File: src/rtl/game_round_ctrl_pkg.sv
// Shared types and constants for the whack-a-target round sequencer.
// Also holds the target/colour pick helpers used on the GAP->SHOW load.
package game_pkg;

  typedef enum logic [2:0] {
    IDLE = 3'd0,
    GAP  = 3'd1,
    SHOW = 3'd2,
    BOOM = 3'd3,
    OVER = 3'd4
  } state_t;

  localparam int          CNT_W         = 24;
  localparam logic [15:0] LFSR_MASK     = 16'hB400;
  localparam logic [1:0]  COLOR_DEFAULT = 2'b01;
  localparam logic [7:0]  SCORE_MAX     = 8'hFF;

  // Never repeat the previous cell: bump the candidate by one when it collides.
  function automatic logic [3:0] pick_pos(input logic [3:0] cand, input logic [3:0] prev);
    return (cand == prev) ? cand + 4'd1 : cand;
  endfunction

  // Colour 0 is "off" on the matrix, so fold it onto the default colour.
  function automatic logic [1:0] pick_color(input logic [1:0] raw);
    return (raw == 2'b00) ? COLOR_DEFAULT : raw;
  endfunction

endpackage

File: src/rtl/game_round_ctrl_if.sv
// Key-decoder, display-controller and status signals of the round sequencer.
// master = the sequencer, slave = keypad/display/segment side.
interface game_round_ctrl_if;
  logic       start;
  logic       hitValid;
  logic [3:0] hitPos;
  logic       finishBoom;
  logic       en;
  logic [3:0] pos;
  logic [1:0] color;
  logic       showBoom;
  logic [7:0] score;
  logic [1:0] lives;
  logic       gameOver;
  logic       busy;

  modport master (
    input  start, hitValid, hitPos, finishBoom,
    output en, pos, color, showBoom, score, lives, gameOver, busy
  );

  modport slave (
    output start, hitValid, hitPos, finishBoom,
    input  en, pos, color, showBoom, score, lives, gameOver, busy
  );
endinterface

File: src/rtl/game_round_ctrl_lfsr16.sv
// Free-running 16-bit Galois LFSR, shifting right; never stops so player
// timing perturbs which value is sampled at target load.
module lfsr16
  import game_pkg::*;
(
  input  logic        clk,
  input  logic        rst,
  input  logic [15:0] seed,
  output logic [15:0] q
);

  always_ff @(posedge clk) begin
    if (rst) q <= seed;
    else     q <= (q >> 1) ^ (q[0] ? LFSR_MASK : 16'h0000);
  end

endmodule

File: src/rtl/game_round_ctrl.sv
// Round sequencer: picks targets, times rounds, judges hits, keeps score/lives.
// All outputs are registered; one FSM process owns state, counter and score.
module game_round_ctrl
  import game_pkg::*;
#(
  parameter int unsigned TIMEOUT_CYCLES = 10_000_000,
  parameter int unsigned GAP_CYCLES     = 2_000_000,
  parameter int unsigned LIVES          = 3,
  parameter logic [15:0] SEED           = 16'hACE1
) (
  input logic             clk,
  input logic             rst,
  game_round_ctrl_if.master bus
);

  localparam logic [CNT_W-1:0] GAP_LAST  = CNT_W'(GAP_CYCLES - 1);
  localparam logic [CNT_W-1:0] TO_LAST   = CNT_W'(TIMEOUT_CYCLES - 1);
  localparam logic [1:0]       LIVES_INI = 2'(LIVES);

  state_t           state;
  logic [CNT_W-1:0] cnt;
  logic [15:0]      lfsr;
  logic             en_q, boom_q, over_q, busy_q;
  logic [3:0]       pos_q;
  logic [1:0]       color_q;
  logic [7:0]       score_q;
  logic [1:0]       lives_q;

  lfsr16 u_lfsr (.clk(clk), .rst(rst), .seed(SEED), .q(lfsr));

  always_ff @(posedge clk) begin
    if (rst) begin
      state   <= IDLE;
      cnt     <= '0;
      en_q    <= 1'b0;
      boom_q  <= 1'b0;
      over_q  <= 1'b0;
      busy_q  <= 1'b0;
      pos_q   <= 4'd0;
      color_q <= COLOR_DEFAULT;
      score_q <= 8'd0;
      lives_q <= LIVES_INI;
    end else begin
      case (state)
        IDLE, OVER: begin
          if (bus.start) begin
            score_q <= 8'd0;
            lives_q <= LIVES_INI;
            cnt     <= '0;
            over_q  <= 1'b0;
            busy_q  <= 1'b1;
            state   <= GAP;
          end
        end
        GAP: begin
          if (cnt == GAP_LAST) begin
            cnt     <= '0;
            pos_q   <= pick_pos(lfsr[5:2], pos_q);
            color_q <= pick_color(lfsr[7:6]);
            en_q    <= 1'b1;
            state   <= SHOW;
          end else begin
            cnt <= cnt + 1'b1;
          end
        end
        SHOW: begin
          // A hit is checked first so it beats a timeout in the same cycle.
          if (bus.hitValid && bus.hitPos == pos_q) begin
            score_q <= (score_q == SCORE_MAX) ? score_q : score_q + 8'd1;
            boom_q  <= 1'b1;
            state   <= BOOM;
          end else if (bus.hitValid || cnt == TO_LAST) begin
            lives_q <= lives_q - 2'd1;
            en_q    <= 1'b0;
            cnt     <= '0;
            if (lives_q == 2'd1) begin
              over_q <= 1'b1;
              busy_q <= 1'b0;
              state  <= OVER;
            end else begin
              state  <= GAP;
            end
          end else begin
            cnt <= cnt + 1'b1;
          end
        end
        BOOM: begin
          // The falling showBoom is what rearms the display animation.
          if (bus.finishBoom) begin
            boom_q <= 1'b0;
            en_q   <= 1'b0;
            cnt    <= '0;
            state  <= GAP;
          end
        end
        default: state <= IDLE;
      endcase
    end
  end

  assign bus.en       = en_q;
  assign bus.pos      = pos_q;
  assign bus.color    = color_q;
  assign bus.showBoom = boom_q;
  assign bus.score    = score_q;
  assign bus.lives    = lives_q;
  assign bus.gameOver = over_q;
  assign bus.busy     = busy_q;

endmodule
File: src/flat_wrapper.sv
// flat-port wrapper written by rule: the top's interface ports become plain ports
module game_round_ctrl_flat import game_pkg::*;
#(
  parameter int unsigned TIMEOUT_CYCLES = 10_000_000,
  parameter int unsigned GAP_CYCLES     = 2_000_000,
  parameter int unsigned LIVES          = 3,
  parameter logic [15:0] SEED           = 16'hACE1
)
  (clk, rst, bus_start, bus_hitValid, bus_hitPos, bus_finishBoom, bus_en, bus_pos, bus_color, bus_showBoom, bus_score, bus_lives, bus_gameOver, bus_busy);
  game_round_ctrl_if bus_i ();
  input logic clk;
  input logic rst;
  input wire logic [$bits(bus_i.start)-1:0] bus_start;
  input wire logic [$bits(bus_i.hitValid)-1:0] bus_hitValid;
  input wire logic [$bits(bus_i.hitPos)-1:0] bus_hitPos;
  input wire logic [$bits(bus_i.finishBoom)-1:0] bus_finishBoom;
  output wire logic [$bits(bus_i.en)-1:0] bus_en;
  output wire logic [$bits(bus_i.pos)-1:0] bus_pos;
  output wire logic [$bits(bus_i.color)-1:0] bus_color;
  output wire logic [$bits(bus_i.showBoom)-1:0] bus_showBoom;
  output wire logic [$bits(bus_i.score)-1:0] bus_score;
  output wire logic [$bits(bus_i.lives)-1:0] bus_lives;
  output wire logic [$bits(bus_i.gameOver)-1:0] bus_gameOver;
  output wire logic [$bits(bus_i.busy)-1:0] bus_busy;
  assign bus_i.start = bus_start;
  assign bus_i.hitValid = bus_hitValid;
  assign bus_i.hitPos = bus_hitPos;
  assign bus_i.finishBoom = bus_finishBoom;
  assign bus_en = bus_i.en;
  assign bus_pos = bus_i.pos;
  assign bus_color = bus_i.color;
  assign bus_showBoom = bus_i.showBoom;
  assign bus_score = bus_i.score;
  assign bus_lives = bus_i.lives;
  assign bus_gameOver = bus_i.gameOver;
  assign bus_busy = bus_i.busy;
  game_round_ctrl #(.TIMEOUT_CYCLES(TIMEOUT_CYCLES), .GAP_CYCLES(GAP_CYCLES), .LIVES(LIVES), .SEED(SEED)) u_core (.clk(clk), .rst(rst), .bus(bus_i));
endmodule
File: config.mk
export PLATFORM = sky130hd
export DESIGN_NAME = game_round_ctrl_flat
export DESIGN_NICKNAME = d
export VERILOG_FILES = /design/src/rtl/game_round_ctrl_pkg.sv /design/src/rtl/game_round_ctrl_if.sv /design/src/rtl/game_round_ctrl_lfsr16.sv /design/src/rtl/game_round_ctrl.sv /design/src/flat_wrapper.sv
export SDC_FILE = /design/constraint.sdc
export NUM_CORES = 1
export LEC_CHECK = 0
export ABC_AREA = 1
export CAP_MARGIN = 20
export CORE_MARGIN = 2
export CORE_UTILIZATION = 40
export CTS_CLUSTER_SIZE = 16
export DETAILED_ROUTE_END_ITERATION = 16
export PLACE_DENSITY = 0.66
export SLEW_MARGIN = 20
export SYNTH_ARGS = -nofsm -noshare
export SYNTH_HDL_FRONTEND = slang
export SYNTH_SLANG_ARGS = --single-unit
File: constraint.sdc
create_clock -name clk -period 1.9 [get_ports clk]
set_input_delay 0.38 -clock clk [delete_from_list [all_inputs] [get_ports clk]]
set_output_delay 0.38 -clock clk [all_outputs]
set_load 0.01 [all_outputs]
==> reports/results.ini <==
[pwr]
power.density_nw_per_um2 = 901
irDropWorstVdd_mv = 0.847
p_leak_uw = 0.00199

[timing]
finalHoldViolCount = 0
setup_violations = 0
min_period_ps = 1740
fmaxAchievable_mhz = 576
fin_skew_ps = 10.6
worstMarginPinSlew_ps = 358
period_share_pct = 91.4
finalMaxSlewViolations = 0
slew_headroom_pct = 76.0
whs_ps = 401

[floorplan]
num_io_pins = 29
start_util_pct = 41.1
fp.dieH_microns = 98.6
rows = 34
dieArea_sq_um = 9720
die_x_microns = 98.6
coreArea_sq_um = 8720

[final_layout]
filler_cell_count = 858
fin_cells = 736
syn_to_final_growth_pct = 25.4
antennaDiodeCount = 0
final_common_cell = nand2_1
final_cell_mix = nand2_1 (139), nor2_1 (95), inv_1 (75), dfxtp_1 (60), nand3_1 (52)
nets = 636
multi_input_area_sq_um = 1970
drive_gt1_share_pct = 15.9
seqCellArea_sq_um = 1270

[logic_synthesis]
synth_top_family_by_area = simple AND/OR/NAND/NOR gates
muxShareOfSynthArea_pct = 0
synthTopCellsByArea = dfxtp_1 (35%), nand2_1 (15%), nor2_1 (10%)
synthCells = 560
synth.distinct_cells = 30
synth_largest_area_cell = dfxtp_1
synth_area_sq_um = 3580
yosys.area_share.xor_xnor_pct = 2.20
synth.yosys.seq_area_share_pct = 35.2
yosysWarnings = 0
synth-compound-area-share_pct = 7.13
synth_top_area_share_pct = 35.2
synthAdderAreaFrac_pct = 1.40
syn_nets = 573
synth-seq-cells = 63
synth.avg_cell_area_sq_um = 6.39
synthSimpleGateAreaFrac_pct = 43.3

[clocking]
cts_tree = built
h-tree-depth = 3
path_clk_slew_ps = 80
clk_latency_ps = 360
numCtsBuffers = 9
ctsLongestPathBuffers = 2
cts_hold_buf = 0
root_buffer = clkbuf_8
clock_sinks = 63

[critical_path]
required_ps = 1520
crit_family = buffers and inverters
crit_path_cell_trace = clkdlybuf4s50_1
worstSetupEndpointType = primary output
path_max_fanout = 5
cpPeakStageDelay_ps = 570
crit_arrival_ps = 1360
start_kind = register
criticalPathCategory = reg -> out
path_buf_inv = 1
cp_slowest_cell = clkdlybuf4s50_1
r2r_setup_slack_ps = 180

[drt]
via_per_inst = 4.88
routed_wirelength_mm = 8.87
vias = 3592
first_pass_iters = 4
postRouteAntennaNets = 0
route.detailed.drc = 0
drt_iter0_drc = 181
routedWlPerCell_microns = 12.0

[run]
drv_cap = 0

[placement]
gp_congestion = 0.963
portBuffers = 28
dp_hpwl_mm = 6.73
dp_cells = 720

[global_route]
grt_max_degree = 17
met2_usage_pct = 32.9
busiest_layer = met2
grt_use_total_pct = 19.1
grt-ovfl-total = 0
grtUsageMet1_pct = 24.0
use_met3_pct = 3.33
antenna_found_initial = 0
grt_pass1_vias = 3479
grt_pass1_wl_mm = 15.4

[hold_path]
hold_path.class = reg -> reg

[status]
status = finished, final reports clean

==> power breakdown <==
group	leakage, uW	switching (uW)	internal, uW
sequential	0.000515	75.8	1410
combinational	0.00137	727	478
clock	0.000111	607	754
==> stage by stage <==
stage / setup WS [ps] / utilization, % / TNS (ps) / total power, uW / cell area, sq um
after global placement: -119 / 48.4 / -2700 / 2660 / 4220
after CTS: 8.94 / 51.2 / 0 / 4060 / 4460
final: 164 / 51.5 / 0 / 4050 / 4490
after floorplan: 254 / - / 0 / 2290 / 3580
after global routing: -1.04 / 51.5 / -1.04 / 4290 / 4490
after detailed placement: -182 / 48.4 / -4090 / 2680 / 4220
==> synthesized netlist by cell type <==
cell type,instances
inv_2,4
o21bai_1,2
nand3_1,54
inv_1,75
or2_2,6
xor2_1,8
a31oi_1,1
ha_1,4
inv_4,1
a21oi_1,21
buf_6,4
nor2_2,14
nor3b_1,2
a21oi_2,2
nand2_1,139
nand4_4,1
nor2_8,2
clkbuf_1,7
o21ai_0,19
nand4_1,17
nand3b_1,1
nand2_4,1
nand2_2,6
buf_2,2
dfxtp_1,63
o21ai_4,1
nor2_4,1
nor2_1,97
nor3_1,4
xnor2_1,1
==> cell families after synthesis <==
| logic type | Yosys count |
|---|---|
| AND/OR/NAND/NOR | 345 |
| AO/OA/AOI/OAI | 46 |
| buffers and inverters | 93 |
| XOR/XNOR | 9 |
| adder cells (fa/ha/maj) | 4 |
| flip-flops | 63 |
==> layer usage <==
layer | routed length [microns] | vias to the layer above
li1 | - | 1887
met1 | 4130 | 1615
met2 | 4240 | 74
met3 | 336 | 16
met4 | 166 | 0
met5 | 0 | -
==> sequential cells by signal, indices dropped and copies added (netlist names) <==
register / flops
u_core.cnt: 24
u_core.u_lfsr.q: 16
u_core.state: 3
u_core.bus.showBoom: 1
u_core.bus.gameOver: 1
u_core.bus.score: 8
u_core.bus.lives: 2
u_core.bus.busy: 1
u_core.bus.en: 1
u_core.bus.color: 2
u_core.bus.pos: 4
==> area by class of cell <==
type / count / area share [%]
sequential: 63 / 28.2
inverter: 80 / 6.74
multi-input combinational: 404 / 43.9
timing repair buffer: 65 / 13.1
tap: 108 / 3.01
clock inverter: 7 / 2.28
clock buffer: 9 / 2.76
==> path summary, 6_finish.rpt <==
check | start | endpoint | cells past startpoint
max | u_core.bus.pos[2] | bus_pos[2] | 1
min | u_core.u_lfsr.q[9] | u_core.u_lfsr.q[8] | 2
max reg2reg | u_core.cnt[0] | u_core.cnt[16] | 11
min reg2reg | u_core.u_lfsr.q[9] | u_core.u_lfsr.q[8] | 2
==> worst reg2reg max path: stages (launching register included) <==
cell     delay (ps)
dfxtp_4         380
ha_4            160
nand3_2         100
nor2_2          120
buf_6           130
nand3_2         110
nand2_1         140
nand2_4          90
inv_2            60
nand2_2          60
nand2_4         170
a21oi_1          70
==> repair_timing <==
action | CTS | global route
resized for setup | 4 | 9
pin swaps | 0 | 3
buffers inserted | 0 | 0
setup endpoints to repair | 24 | 32
Power figures use the tool's default switching activity.
